## config.mk

```make
export PLATFORM = sky130hd
export DESIGN_NAME = float_multiplier_mc
export DESIGN_NICKNAME = d
export VERILOG_FILES = /design/src/rtl/fp_pkg.sv /design/src/rtl/fp_round_pack.sv /design/src/rtl/float_multiplier_mc.sv
export SDC_FILE = /design/constraint.sdc
export NUM_CORES = 1
export LEC_CHECK = 0
export CORE_MARGIN = 3
export CORE_UTILIZATION = 60
export DETAILED_ROUTE_END_ITERATION = 10
export HOLD_SLACK_MARGIN = 0.12
export MAX_ROUTING_LAYER = met4
export PLACE_DENSITY = 0.82
export SYNTH_ARGS = -nofsm -noshare
export SYNTH_HDL_FRONTEND = slang
export SYNTH_SLANG_ARGS = --single-unit
export TNS_END_PERCENT = 30
```

## constraint.sdc

```tcl
create_clock -name clk_i -period 8.13 [get_ports clk_i]
set_clock_uncertainty 0.15 [all_clocks]
set_input_delay 1.626 -clock clk_i [delete_from_list [all_inputs] [get_ports clk_i]]
set_output_delay 1.626 -clock clk_i [all_outputs]
set_load 0.05 [all_outputs]
```

## src/rtl/fp_pkg.sv

```systemverilog
// Shared definitions for the floating-point execute units: rounding modes, flag
// positions, canonical NaN, operand classes and the multiplier FSM states.
package fp_pkg;

    localparam logic [2:0] RM_RNE = 3'b000;
    localparam logic [2:0] RM_RTZ = 3'b001;
    localparam logic [2:0] RM_RDN = 3'b010;
    localparam logic [2:0] RM_RUP = 3'b011;
    localparam logic [2:0] RM_RMM = 3'b100;

    localparam int unsigned FLAG_NX = 0;
    localparam int unsigned FLAG_UF = 1;
    localparam int unsigned FLAG_OF = 2;
    localparam int unsigned FLAG_DZ = 3;
    localparam int unsigned FLAG_NV = 4;

    localparam logic [31:0] CANON_NAN32 = 32'h7FC0_0000;

    typedef enum logic [2:0] {
        FP_ZERO,
        FP_INF,
        FP_QNAN,
        FP_SNAN,
        FP_NORM
    } fp_class_e;

    typedef enum logic [2:0] {
        StIdle,
        StUnpack,
        StMul,
        StRound,
        StDone
    } fsm_state_e;

    // Exponent-zero inputs count as zero: subnormals are not supported.
    function automatic fp_class_e classify(input logic exp_zero, input logic exp_ones,
                                           input logic frac_zero, input logic frac_msb);
        if (exp_zero) begin
            return FP_ZERO;
        end else if (!exp_ones) begin
            return FP_NORM;
        end else if (frac_zero) begin
            return FP_INF;
        end else if (frac_msb) begin
            return FP_QNAN;
        end else begin
            return FP_SNAN;
        end
    endfunction

endpackage

```

## src/rtl/fp_round_pack.sv

```systemverilog
// Combinational round-and-pack: applies the rounding mode to a normalised significand
// with guard/round/sticky bits, then handles overflow and flush-to-zero underflow.
module fp_round_pack
    import fp_pkg::*;
#(
    parameter int unsigned EXP_W = 8,
    parameter int unsigned MAN_W = 23
) (
    input  logic                     sign_i,
    input  logic signed [EXP_W+1:0]  exp_i,
    input  logic [MAN_W:0]           mant_i,
    input  logic                     guard_i,
    input  logic                     round_i,
    input  logic                     sticky_i,
    input  logic [2:0]               rm_i,
    output logic [EXP_W+MAN_W:0]     result_o,
    output logic                     of_o,
    output logic                     uf_o,
    output logic                     nx_o
);

    localparam logic signed [EXP_W+1:0] ExpMax = {2'b00, {EXP_W{1'b1}}};

    logic                    inexact;
    logic                    round_up;
    logic [MAN_W+1:0]        mant_sum;
    logic [MAN_W:0]          mant_rnd;
    logic signed [EXP_W+1:0] exp_rnd;
    logic                    overflow;
    logic                    underflow;
    logic [EXP_W+MAN_W:0]    inf_val;
    logic [EXP_W+MAN_W:0]    max_val;

    always_comb begin
        inexact = guard_i | round_i | sticky_i;
        case (rm_i)
            RM_RTZ:  round_up = 1'b0;
            RM_RDN:  round_up = sign_i & inexact;
            RM_RUP:  round_up = ~sign_i & inexact;
            RM_RMM:  round_up = guard_i;
            default: round_up = guard_i & (round_i | sticky_i | mant_i[0]);
        endcase

        // A carry out of the significand means it rolled over to 2.0: renormalise.
        mant_sum = {1'b0, mant_i} + {{(MAN_W + 1){1'b0}}, round_up};
        mant_rnd = mant_sum[MAN_W+1] ? mant_sum[MAN_W+1:1] : mant_sum[MAN_W:0];
        exp_rnd  = exp_i + {{(EXP_W + 1){1'b0}}, mant_sum[MAN_W+1]};

        overflow  = !exp_rnd[EXP_W+1] && (exp_rnd >= ExpMax);
        underflow = exp_rnd[EXP_W+1] || (exp_rnd == '0);

        inf_val = {sign_i, {EXP_W{1'b1}}, {MAN_W{1'b0}}};
        max_val = {sign_i, {(EXP_W - 1){1'b1}}, 1'b0, {MAN_W{1'b1}}};

        of_o     = 1'b0;
        uf_o     = 1'b0;
        nx_o     = inexact;
        result_o = {sign_i, exp_rnd[EXP_W-1:0], mant_rnd[MAN_W-1:0]};

        if (overflow) begin
            of_o = 1'b1;
            nx_o = 1'b1;
            case (rm_i)
                RM_RTZ:  result_o = max_val;
                RM_RDN:  result_o = sign_i ? inf_val : max_val;
                RM_RUP:  result_o = sign_i ? max_val : inf_val;
                default: result_o = inf_val;
            endcase
        end else if (underflow) begin
            uf_o     = 1'b1;
            nx_o     = 1'b1;
            result_o = {sign_i, {(EXP_W + MAN_W){1'b0}}};
        end
    end

endmodule

```

## src/rtl/float_multiplier_mc.sv

```systemverilog
// Multi-cycle IEEE-754 multiplier: shift-add significand product at BPC bits per cycle,
// RISC-V rounding and fflags, valid/ready on both sides.
module float_multiplier_mc
    import fp_pkg::*;
#(
    parameter int unsigned EXP_W = 8,
    parameter int unsigned MAN_W = 23,
    parameter int unsigned BPC   = 4
) (
    input  logic                 clk_i,
    input  logic                 rst_i,
    input  logic                 flush_i,
    input  logic                 valid_i,
    output logic                 ready_o,
    input  logic [EXP_W+MAN_W:0] operand1_i,
    input  logic [EXP_W+MAN_W:0] operand2_i,
    input  logic [2:0]           rm_i,
    output logic                 valid_o,
    input  logic                 ready_i,
    output logic [EXP_W+MAN_W:0] result_o,
    output logic [4:0]           fflags_o
);

    localparam int unsigned FpW     = 1 + EXP_W + MAN_W;
    localparam int unsigned SigW    = MAN_W + 1;
    localparam int unsigned ProdW   = 2 * SigW;
    localparam int unsigned NumIter = SigW / BPC;
    localparam int unsigned CntW    = $clog2(NumIter + 1);

    localparam logic [CntW-1:0]         LastIter = CntW'(NumIter - 1);
    localparam logic signed [EXP_W+1:0] Bias     = {3'b000, {(EXP_W - 1){1'b1}}};
    localparam logic [FpW-1:0]          CanonNan = {1'b0, {EXP_W{1'b1}}, 1'b1,
                                                    {(MAN_W - 1){1'b0}}};

    fsm_state_e              state_q, state_d;
    logic [FpW-1:0]          op1_q, op1_d;
    logic [FpW-1:0]          op2_q, op2_d;
    logic [2:0]              rm_q, rm_d;
    logic                    sign_q, sign_d;
    logic signed [EXP_W+1:0] exp_q, exp_d;
    logic [SigW-1:0]         mcand_q, mcand_d;
    logic [SigW-1:0]         mplier_q, mplier_d;
    logic [ProdW-1:0]        acc_q, acc_d;
    logic [CntW-1:0]         cnt_q, cnt_d;
    logic [FpW-1:0]          result_q, result_d;
    logic [4:0]              fflags_q, fflags_d;

    logic [EXP_W-1:0] exp1, exp2;
    logic [MAN_W-1:0] frac1, frac2;
    fp_class_e        cls1, cls2;

    assign exp1  = op1_q[FpW-2:MAN_W];
    assign exp2  = op2_q[FpW-2:MAN_W];
    assign frac1 = op1_q[MAN_W-1:0];
    assign frac2 = op2_q[MAN_W-1:0];
    assign cls1  = classify(exp1 == '0, &exp1, frac1 == '0, frac1[MAN_W-1]);
    assign cls2  = classify(exp2 == '0, &exp2, frac2 == '0, frac2[MAN_W-1]);

    logic any_nan, any_snan, inf_times_zero, any_inf, any_zero;

    assign any_nan        = (cls1 == FP_QNAN) || (cls1 == FP_SNAN) ||
                            (cls2 == FP_QNAN) || (cls2 == FP_SNAN);
    assign any_snan       = (cls1 == FP_SNAN) || (cls2 == FP_SNAN);
    assign inf_times_zero = ((cls1 == FP_INF) && (cls2 == FP_ZERO)) ||
                            ((cls1 == FP_ZERO) && (cls2 == FP_INF));
    assign any_inf        = (cls1 == FP_INF) || (cls2 == FP_INF);
    assign any_zero       = (cls1 == FP_ZERO) || (cls2 == FP_ZERO);

    // Accumulator shifts right as multiplier digits are consumed LSB first, so each
    // partial product always lands at the same offset.
    logic [SigW+BPC-1:0] partial;

    assign partial = {{BPC{1'b0}}, mcand_q} * {{SigW{1'b0}}, mplier_q[BPC-1:0]};

    logic [ProdW-1:0]        prod_norm;
    logic signed [EXP_W+1:0] exp_norm;
    logic [FpW-1:0]          rp_result;
    logic                    rp_of, rp_uf, rp_nx;

    assign prod_norm = acc_q[ProdW-1] ? acc_q : (acc_q << 1);
    assign exp_norm  = exp_q + {{(EXP_W + 1){1'b0}}, acc_q[ProdW-1]};

    fp_round_pack #(
        .EXP_W (EXP_W),
        .MAN_W (MAN_W)
    ) u_round_pack (
        .sign_i   (sign_q),
        .exp_i    (exp_norm),
        .mant_i   (prod_norm[ProdW-1 -: SigW]),
        .guard_i  (prod_norm[ProdW-1-SigW]),
        .round_i  (prod_norm[ProdW-2-SigW]),
        .sticky_i (|prod_norm[ProdW-3-SigW:0]),
        .rm_i     (rm_q),
        .result_o (rp_result),
        .of_o     (rp_of),
        .uf_o     (rp_uf),
        .nx_o     (rp_nx)
    );

    always_comb begin
        state_d  = state_q;
        op1_d    = op1_q;
        op2_d    = op2_q;
        rm_d     = rm_q;
        sign_d   = sign_q;
        exp_d    = exp_q;
        mcand_d  = mcand_q;
        mplier_d = mplier_q;
        acc_d    = acc_q;
        cnt_d    = cnt_q;
        result_d = result_q;
        fflags_d = fflags_q;

        unique case (state_q)
            StIdle: begin
                if (valid_i) begin
                    op1_d   = operand1_i;
                    op2_d   = operand2_i;
                    rm_d    = rm_i;
                    state_d = StUnpack;
                end
            end
            StUnpack: begin
                sign_d = op1_q[FpW-1] ^ op2_q[FpW-1];
                if (any_nan || inf_times_zero) begin
                    result_d          = CanonNan;
                    fflags_d          = '0;
                    fflags_d[FLAG_NV] = any_snan || inf_times_zero;
                    state_d           = StDone;
                end else if (any_inf) begin
                    result_d = {sign_d, {EXP_W{1'b1}}, {MAN_W{1'b0}}};
                    fflags_d = '0;
                    state_d  = StDone;
                end else if (any_zero) begin
                    result_d = {sign_d, {(EXP_W + MAN_W){1'b0}}};
                    fflags_d = '0;
                    state_d  = StDone;
                end else begin
                    exp_d    = $signed({2'b00, exp1}) + $signed({2'b00, exp2}) - Bias;
                    mcand_d  = {1'b1, frac1};
                    mplier_d = {1'b1, frac2};
                    acc_d    = '0;
                    cnt_d    = '0;
                    state_d  = StMul;
                end
            end
            StMul: begin
                acc_d    = (acc_q >> BPC) + (ProdW'(partial) << (SigW - BPC));
                mplier_d = mplier_q >> BPC;
                cnt_d    = cnt_q + 1'b1;
                if (cnt_q == LastIter) begin
                    state_d = StRound;
                end
            end
            StRound: begin
                result_d          = rp_result;
                fflags_d          = '0;
                fflags_d[FLAG_OF] = rp_of;
                fflags_d[FLAG_UF] = rp_uf;
                fflags_d[FLAG_NX] = rp_nx;
                state_d           = StDone;
            end
            StDone: begin
                if (ready_i) begin
                    state_d = StIdle;
                end
            end
            default: state_d = StIdle;
        endcase

        // An aborted operation must leave the visible result untouched.
        if (flush_i) begin
            state_d  = StIdle;
            result_d = result_q;
            fflags_d = fflags_q;
        end
    end

    always_ff @(posedge clk_i) begin
        if (rst_i) begin
            state_q  <= StIdle;
            op1_q    <= '0;
            op2_q    <= '0;
            rm_q     <= '0;
            sign_q   <= 1'b0;
            exp_q    <= '0;
            mcand_q  <= '0;
            mplier_q <= '0;
            acc_q    <= '0;
            cnt_q    <= '0;
            result_q <= '0;
            fflags_q <= '0;
        end else begin
            state_q  <= state_d;
            op1_q    <= op1_d;
            op2_q    <= op2_d;
            rm_q     <= rm_d;
            sign_q   <= sign_d;
            exp_q    <= exp_d;
            mcand_q  <= mcand_d;
            mplier_q <= mplier_d;
            acc_q    <= acc_d;
            cnt_q    <= cnt_d;
            result_q <= result_d;
            fflags_q <= fflags_d;
        end
    end

    assign ready_o  = (state_q == StIdle);
    assign valid_o  = (state_q == StDone);
    assign result_o = result_q;
    assign fflags_o = fflags_q;

endmodule

```

==> results of run 1 <==
worst min path at each step:
stage | startpoint | endpoint | slack [ns]
final | result_o[17] | result_o[17] | 0.30
after global routing | result_o[17] | result_o[17] | 0.33
after CTS | result_o[17] | result_o[17] | 0.31
after detailed placement | result_o[17] | result_o[17] | 0.30
after global placement | result_o[11] | result_o[11] | 0.29
after floorplan | acc_q[21] | acc_q[17] | 0.29
stage by stage:
stage	cells	hold WS, ns	total power [mW]	setup WS, ns	utilization
6_report	2155	0.305	2.44	1.65	0.710
5_1_grt	2155	0.329	2.52	1.17	0.710
4_1_cts	2154	0.310	2.45	1.64	0.710
3_5_place_dp	2110	0.298	1.35	1.72	0.673
3_3_place_gp	2110	0.289	1.35	1.84	0.673
2_1_floorplan	1820	0.295	1.27	2.02	-
power by group:
part / switching [mW] / internal [mW]
clock: 0.439 / 0.671
combinational: 0.128 / 0.0831
sequential: 0.0313 / 1.09
total: 0.598 / 1.84
layout by cell type, fill, tap and decap left out, types with 45 or more instances in the layout:
cell type        count
nor2_1             124
a21oi_1            220
nand2_1            409
xnor2_1             45
clkdlybuf4s50_1    108
ha_1                78
dfxtp_1            215
nand3_1             77
fa_1                46
inv_1               79
final cells by class:
type	count	area, um2	area share
Timing Repair Buffer	121	1180	0.0748
Clock inverter	7	75.1	0.00476
Tap cell	280	350	0.0222
Clock buffer	37	751	0.0476
Inverter	81	304	0.0193
Multi-Input combinational cell	1413	8800	0.557
Sequential cell	216	4330	0.274
kinds of logic after synthesis:
kind of cell	synth area share
and+or+nand+nor	0.249
buffers and inverters	0.0536
DFF	0.312
other	0.000271
xor gates and xnor gates	0.0416
muxes	0.0111
AOI/OAI and AO/OA	0.196
adders and majority gates	0.137
worst max-delay path: cells and delay by family, from the launching register on:
kind	cells	cell delay, ns
buf+inv	2	0.32
simple gates	4	0.91
xor+xnor	2	0.25
compound gates	12	2.76
flops	1	0.30
fa+ha+maj	4	1.68
registers in the layout, summed over array words and instances, names as in the netlist:
signal / flops
op2_q: 32
sign_q: 1
op1_q: 32
acc_q: 48
result_o: 32
rm_q: 3
cnt_q: 3
state_q: 3
mplier_q: 24
fflags_o: 4
mcand_q: 24
exp_q: 10
routing by layer:
| metal | up-vias | wire, um | GRT usage | part of all wire |
|---|---|---|---|---|
| li1 | 6346 | - | - | - |
| met3 | 61 | 1740 | 0.0249 | 0.050 |
| met4 | 0 | 944 | 0.0819 | 0.027 |
| met5 | - | 0 | - | 0 |
| met1 | 6039 | 15600 | 0.376 | 0.45 |
| met2 | 368 | 16500 | 0.459 | 0.47 |
==> flow_metrics.env, run 1 <==
export IMPL_ir_worst_vdd_uv=186
export IMPL_clockRootBuffer="clkbuf_16"
export IMPL_drc=0
export IMPL_syn_to_final_growth_pct=14.0
export IMPL_grt_pass1_vias=11746
export IMPL_layout_drive_gt1_share=0.0421
export IMPL_ant_nets=0
export IMPL_post_synth_instance_area_um2=13900
export IMPL_io_pin_count=111
export IMPL_end_kind="register"
export IMPL_rsz0062_at_grt="no"
export IMPL_synth_cells=1820
export IMPL_synth_most_common_cell="nand2_1"
export IMPL_max_stage_delay_ns=0.55
export IMPL_ys_warn_count=0
export IMPL_crit_path_start_kind="register"
export IMPL_yosysTopAreaCell="dfxtp_1"
export IMPL_gp_congestion=0.915
export IMPL_io_buffers=109
export IMPL_floorplan_die_area_um2=24900
export IMPL_worstReg2RegEnd="acc_q[47]"
export IMPL_ys_flop_type="dfxtp_1"
export IMPL_cts_clk_slew_worst_paths_ns=0.06
export IMPL_leakagePower_nw=6.38
export IMPL_ff2ff_path_depth=24
export IMPL_via_per_inst=5.95
export IMPL_ys_top_cells_by_area="dfxtp_1, nand2_1, a21oi_1"
export IMPL_drt_first_pass_iters=5
export IMPL_period_share=0.797
export IMPL_yosys_area_top_type_share=0.312
export IMPL_worstMarginPinSlew_ns=1.11
export IMPL_ys_seq_area_frac=0.312
export IMPL_cp_arrival_ns=6.74
export IMPL_antenna_found_initial=0
export IMPL_core_um2=22200
export IMPL_outcome="finished clean"
export IMPL_grt_max_degree=115
export IMPL_synth_async_sr_flop_share=0
export IMPL_cpMaxStageDelayCell="fa_1"
export IMPL_relSlewSlack=0.258
export IMPL_period_minus_slack_ns=6.48
export IMPL_grt_pass1_wl_um=57200
export IMPL_globalRouteTotalUtil=0.281
export IMPL_post_cts_buffers=0
export IMPL_grt_overflow_total=0
export IMPL_cap_violations=0
export IMPL_synthTopCellsByCount="nand2_1, a21oi_1, dfxtp_1, nor2_1, clkbuf_1"
export IMPL_num_fill_cells=1851
export IMPL_cp_required_ns=8.39
export IMPL_cts_max_path_buffers=3
export IMPL_dpl_instance_area_um2=15000
export IMPL_vias=12814
export IMPL_hold_depth=2
export IMPL_nets=2054
export IMPL_powerDensity_nw_per_um2=155
export IMPL_cp_max_fo=25
export IMPL_crit_end="acc_q[47]"
export IMPL_ys_ff_latch=216
export IMPL_die_w_um=158
export IMPL_timing_rr_start="mplier_q[3]"
export IMPL_htreeDepth=1
export IMPL_diodes=0
export IMPL_rows=54
export IMPL_synth_edff_count=0
export IMPL_cts_tree="yes"
export IMPL_max_freq_mhz=154
export IMPL_cts_made_buffers=25
export IMPL_synth_nets=2016
export IMPL_setup_tns_ns=0
export IMPL_crit_chain="buf_4, nand2_1, fa_1, inv_1, fa_1, ha_1, nor2b_1, o31a_1, o31a_1, or4_1, a31oi_1, o21bai_1, a21oi_1, o21bai_1, a21oi_1, xnor2_1, ha_1, and2_1, a221o_1, a31oi_1, o311ai_0, o2111ai_1, xnor2_1, a32o_1"
export IMPL_holdBufCountCts=0
export IMPL_drt_wirelength_per_cell_um=16.1
export IMPL_r2r_slack_ns=1.65
export IMPL_dpl_hpwl_um=25200
export IMPL_drt_wl_total_um=34700
export IMPL_post_route_cell_area_um2=15800
export IMPL_post_cts_resized=0
export IMPL_initial_core_util=0.623
export IMPL_drtIter0Drc=1050
export IMPL_synth_cell_types=72
export IMPL_clk_latency_ns=0.53
export IMPL_die_h_um=158
export IMPL_avgSynthCellArea_um2=7.61
export IMPL_hp_class="reg2reg"
export IMPL_hold_violations=0
export IMPL_setup_viol=0
export IMPL_crit_type="reg2reg"
export IMPL_slew_violations=0
export IMPL_critPathLaunch="mplier_q[3]"
export IMPL_clock_sinks=216
Note: power is estimated with default switching activity, not from simulation.
==> run 2, diff against run 1 <==
--- a/config.mk
+++ b/config.mk
@@ -6,11 +6,11 @@
 export NUM_CORES = 1
 export LEC_CHECK = 0
 export CORE_MARGIN = 3
-export CORE_UTILIZATION = 60
+export CORE_UTILIZATION = 54
 export DETAILED_ROUTE_END_ITERATION = 10
 export HOLD_SLACK_MARGIN = 0.12
 export MAX_ROUTING_LAYER = met4
-export PLACE_DENSITY = 0.82
+export PLACE_DENSITY = 0.78
 export SYNTH_ARGS = -nofsm -noshare
 export SYNTH_HDL_FRONTEND = slang
 export SYNTH_SLANG_ARGS = --single-unit
==> constraint.sdc (replaced) <==
create_clock -name clk_i -period 5.19 [get_ports clk_i]
set_clock_uncertainty 0.15 [all_clocks]
set_input_delay 1.038 -clock clk_i [delete_from_list [all_inputs] [get_ports clk_i]]
set_output_delay 1.038 -clock clk_i [all_outputs]
set_load 0.05 [all_outputs]
==> flow_metrics.env, run 2 (synthesis results as in run 1) <==
export IMPL_holdBufCountCts=0
export IMPL_stdcell_count=2330
export IMPL_cp_max_fo=4
export IMPL_p_sw_uw=959
export IMPL_rsz0062_at_grt="yes"
export IMPL_htreeDepth=1
export IMPL_layout_drive_gt1_share=0.130
export IMPL_die_w_um=166
export IMPL_powerDensity_nw_per_um2=220
export IMPL_fin_hold_ws_ns=0.307
export IMPL_largest_reg_flops=48
export IMPL_grt_overflow_total=0
export IMPL_grt_pass1_vias=12770
export IMPL_internal_power_mw=2.82
export IMPL_clk_latency_ns=0.54
export IMPL_ant_nets=0
export IMPL_cts_made_buffers=25
export IMPL_clock_sinks=216
export IMPL_antenna_found_initial=0
export IMPL_grt_pass1_wl_um=61000
export IMPL_drt_wl_total_um=36900
export IMPL_relSlewSlack=0.206
export IMPL_crit_path_start_kind="register"
export IMPL_drc=0
export IMPL_ir_worst_vdd_uv=280
export IMPL_io_pin_count=111
export IMPL_globalRouteTotalUtil=0.262
export IMPL_syn_to_final_growth_pct=23.9
export IMPL_cp_arrival_ns=5.86
export IMPL_violations="negative setup slack"
export IMPL_diodes=0
export IMPL_dpl_hpwl_um=26800
export IMPL_end_kind="register"
export IMPL_crit_chain="nand2_1, fa_1, inv_1, fa_1, ha_4, nor2b_1, o31a_1, o31a_1, or4_4, a31oi_4, o21bai_1, a21oi_2, buf_4, buf_4, xnor2_1, ha_1, a21o_1, a221o_1, a31oi_4, o311ai_4, o21ai_1, xor2_1, a211oi_2"
export IMPL_gp_congestion=0.933
export IMPL_max_stage_delay_ns=0.54
export IMPL_outcome="finished, violations left"
export IMPL_cts_clk_slew_worst_paths_ns=0.06
export IMPL_initial_core_util=0.560
export IMPL_core_um2=24700
export IMPL_drtIter0Drc=980
export IMPL_io_buffers=109
export IMPL_final_common_cell="nand2_1"
export IMPL_drt_wirelength_per_cell_um=15.8
export IMPL_crit_family="compound AO/OA/AOI/OAI gates"
export IMPL_nets=2186
export IMPL_total_power_mw=3.78
export IMPL_clockRootBuffer="clkbuf_16"
export IMPL_via_per_inst=5.73
export IMPL_cts_tree="yes"
export IMPL_swShare=0.254
export IMPL_max_freq_mhz=178
export IMPL_setup_viol=10
export IMPL_worstMarginPinSlew_ns=1.19
export IMPL_drt_first_pass_iters=5
export IMPL_cp_required_ns=5.42
export IMPL_die_h_um=166
export IMPL_hp_class="reg2reg"
export IMPL_vias=13349
export IMPL_cpMaxStageDelayCell="fa_1"
export IMPL_regMostFlops="acc_q"
export IMPL_period_minus_slack_ns=5.63
export IMPL_grt_max_degree=114
export IMPL_period_share=1.08
export IMPL_floorplan_die_area_um2=27600
export IMPL_power_frac_comb=0.092
export IMPL_clock_power_share=0.443
export IMPL_crit_type="reg2reg"
export IMPL_pwr_share_seq=0.465
export IMPL_cts_max_path_buffers=3
export IMPL_cp_num_buf_inv=3
export IMPL_hold_violations=0
export IMPL_final_cell_mix="nand2_1, a21oi_1, dfxtp_1, buf_4, nor2_1"
export IMPL_fin_ws_ns=-0.440
export IMPL_slew_violations=0
export IMPL_dpl_cell_count=2274
export IMPL_cap_violations=0
export IMPL_leakagePower_nw=7.13
export IMPL_dp_slack_ns=-0.412
export IMPL_rows=57
## run 2: layout make-up
cell class | count | area [um2]
clock inverters | 10 | 97.6
fillers | 1995 | 7590
clock buffers | 33 | 676
repair buffers | 253 | 2210
well taps | 324 | 405
multi-input cells | 1413 | 9130
inverters | 81 | 304
flip-flops and latches | 216 | 4340
## run 2: per-layer routing
metal	GRT usage	vias up	wire length [um]
met5	-	-	0
met4	0.0843	0	1220
met3	0.0290	79	1590
met2	0.430	362	17400
met1	0.341	6292	16700
li1	-	6616	-
## run 2: final timing paths
kind,from,to,slack (ns),cells after the start
min,result_o[11],result_o[11],0.31,2
min reg2reg,result_o[11],result_o[11],0.31,2
max reg2reg,mplier_q[2],acc_q[45],-0.44,23
max,mplier_q[2],acc_q[45],-0.44,23
## run 2: worst min-delay path: cells and delay by family, from the launching register on
kind | cells | cell delay [ns]
flops | 1 | 0.33
compound gates | 1 | 0.05
simple gates | 1 | 0.05
## run 2: through the flow
| stage | util | setup TNS, ns | cell area [um2] |
|---|---|---|---|
| 4_1_cts | 0.683 | -1.75 | 16900 |
| 5_1_grt | 0.693 | -5.30 | 17200 |
| 3_3_place_gp | 0.648 | -1.55 | 16000 |
| 6_report | 0.693 | -2.59 | 17200 |
| 2_1_floorplan | - | -1.29 | 14000 |
| 3_5_place_dp | 0.648 | -2.63 | 16000 |
## run 2: what timing repair did
action	CTS	global route
setup buffers	3	11
gates resized for setup	17	35
endpoints found under the setup margin	11	45
pin swaps	6	21
## run 2: power groups by stage
stage / Combinational, mW / Sequential (mW) / Clock (mW)
floorplan: 0.223 / 1.78 / 0
global placement: 0.334 / 1.79 / 0
detailed placement: 0.340 / 1.79 / 0
CTS: 0.345 / 1.75 / 1.70
global route: 0.385 / 1.76 / 1.77
finish: 0.348 / 1.76 / 1.67
==> run 3, diff against run 2 <==
--- a/config.mk
+++ b/config.mk
@@ -5,6 +5,7 @@
 export SDC_FILE = /design/constraint.sdc
 export NUM_CORES = 1
 export LEC_CHECK = 0
+export CAP_MARGIN = 20
 export CORE_MARGIN = 3
 export CORE_UTILIZATION = 54
 export DETAILED_ROUTE_END_ITERATION = 10
@@ -14,4 +15,4 @@
 export SYNTH_ARGS = -nofsm -noshare
 export SYNTH_HDL_FRONTEND = slang
 export SYNTH_SLANG_ARGS = --single-unit
-export TNS_END_PERCENT = 30
+export TNS_END_PERCENT = 10
==> flow_metrics.env, run 3 (synthesis results as in run 1) <==
export IMPL_outcome="finished, violations left"
export IMPL_violations="negative setup slack"
export IMPL_crit_family="compound AO/OA/AOI/OAI gates"
export IMPL_crit_end="acc_q[45]"
export IMPL_dp_slack_ns=-0.523
export IMPL_cts_max_path_buffers=3
export IMPL_worstReg2RegEnd="acc_q[45]"
export IMPL_cts_clk_slew_worst_paths_ns=0.06
export IMPL_initial_core_util=0.560
export IMPL_cpMaxStageDelayCell="fa_1"
export IMPL_floorplan_die_area_um2=27600
export IMPL_regMostFlops="acc_q"
export IMPL_slew_violations=0
export IMPL_antenna_found_initial=0
export IMPL_ir_worst_vdd_uv=245
export IMPL_die_w_um=166
export IMPL_drtIter0Drc=950
export IMPL_hp_start="fflags_o[4]"
export IMPL_die_h_um=166
export IMPL_powerDensity_nw_per_um2=231
export IMPL_grt_pass1_wl_um=60000
export IMPL_period_share=1.11
export IMPL_ant_nets=0
export IMPL_io_pin_count=111
export IMPL_crit_path_start_kind="register"
export IMPL_syn_to_final_growth_pct=24.2
export IMPL_drt_first_pass_iters=7
export IMPL_nets=2179
export IMPL_cap_violations=0
export IMPL_drc=0
export IMPL_gp_congestion=0.939
export IMPL_holdBufCountCts=0
export IMPL_core_um2=24700
export IMPL_drt_wirelength_per_cell_um=15.7
export IMPL_crit_chain="buf_4, nand2_2, fa_1, inv_2, fa_1, ha_4, o21a_1, o31a_1, o31a_1, or4_4, a31oi_4, o21bai_1, a21oi_2, o21bai_1, a21oi_1, xnor2_1, ha_1, buf_4, a221o_1, a31oi_4, o311ai_4, o21ai_1, xor2_1, a211oi_2"
export IMPL_clock_sinks=216
export IMPL_cp_max_fo=4
export IMPL_grt_max_degree=121
export IMPL_cts_tree="yes"
export IMPL_dpl_hpwl_um=26700
export IMPL_grt_overflow_total=0
export IMPL_critPathLaunch="mplier_q[1]"
export IMPL_hold_violations=0
export IMPL_cts_made_buffers=24
export IMPL_post_route_cell_area_um2=17200
export IMPL_ff2ff_path_depth=24
export IMPL_r2r_slack_ns=-0.55
export IMPL_dpl_instance_area_um2=16000
export IMPL_clk_latency_ns=0.53
export IMPL_final_cell_mix="nand2_1, a21oi_1, dfxtp_1, buf_4, nor2_1"
export IMPL_grt_pass1_vias=12360
export IMPL_worstMarginPinSlew_ns=1.03
export IMPL_leakagePower_nw=7.15
export IMPL_relSlewSlack=0.298
export IMPL_final_common_cell="nand2_1"
export IMPL_hp_class="reg2reg"
export IMPL_globalRouteTotalUtil=0.258
export IMPL_cp_num_buf_inv=3
export IMPL_fin_ws_ns=-0.551
export IMPL_drt_wl_total_um=36600
export IMPL_crit_type="reg2reg"
export IMPL_vias=13298
export IMPL_clockRootBuffer="clkbuf_16"
export IMPL_max_stage_delay_ns=0.55
export IMPL_cp_depth=24
export IMPL_largest_reg_flops=48
export IMPL_io_buffers=109
export IMPL_rows=57
export IMPL_via_per_inst=5.72
export IMPL_cp_required_ns=5.42
export IMPL_max_freq_mhz=174
export IMPL_htreeDepth=1
export IMPL_end_kind="register"
export IMPL_rsz0062_at_grt="yes"
export IMPL_timing_rr_start="mplier_q[1]"
export IMPL_setup_viol=9
export IMPL_cp_arrival_ns=5.97
export IMPL_period_minus_slack_ns=5.74
export IMPL_layout_drive_gt1_share=0.128
## run 3: cell types whose count changed in the layout (fill, tap and decap cells not counted), moves of 3 or more
cell / change
clkbuf_8: +3
clkinv_2: -3
clkbuf_1: -4
buf_4: -7
bufinv_16: +3
## run 3: worst min-delay path: stages (launching register included)
cell	delay, ns
dfxtp_1	0.31
nand2_1	0.05
a21oi_1	0.05
## run 3: power by group
group          internal (mW)  total (mW)  switching, mW
Combinational          0.149       0.358          0.209
Sequential              1.71        1.75         0.0487
Clock                   1.13        1.85          0.724
Total                   2.98        3.97          0.982
## run 3: how the worst min path moves through the flow
stage / to / slack (ns) / cells after the start
final: fflags_o[4] / 0.30 / 2
after detailed placement: fflags_o[4] / 0.30 / 2
after floorplan: acc_q[17] / 0.29 / 2
after global routing: result_o[17] / 0.33 / 2
after CTS: fflags_o[4] / 0.30 / 2
after global placement: result_o[17] / 0.29 / 2
## run 3: timing repair
action	4_1_cts	5_1_grt
setup buffers	0	6
pin swaps	5	25
resized for setup	15	31
setup endpoints to repair	10	44
## run 3: per-stage QoR
stage          instances  utilization  power [mW]  setup TNS [ns]  hold WS, ns
6_report            2326        0.695        3.97           -2.39        0.300
3_3_place_gp        2270        0.647        2.12           -1.30        0.286
4_1_cts             2315        0.685        3.97           -1.82        0.302
2_1_floorplan       1820            -        2.00           -1.28        0.295
3_5_place_dp        2271        0.647        2.13           -2.65        0.295
5_1_grt             2325        0.695        4.10           -5.54        0.329
## run 3: final cells by class
type	instances	area, um2
Multi-Input combinational cell	1413	9070
Fill cell	1953	7540
Sequential cell	216	4340
Timing Repair Buffer	247	2200
Clock buffer	31	677
Tap cell	324	405
Inverter	81	304
Clock inverter	13	195
Antenna cell	1	2.50
## run 3: per-layer routing
metal  global-route usage  wire length, um
met1                0.338            16200
met2                0.430            17700
met3               0.0271             1840
met4               0.0662              911
met5                    -                0
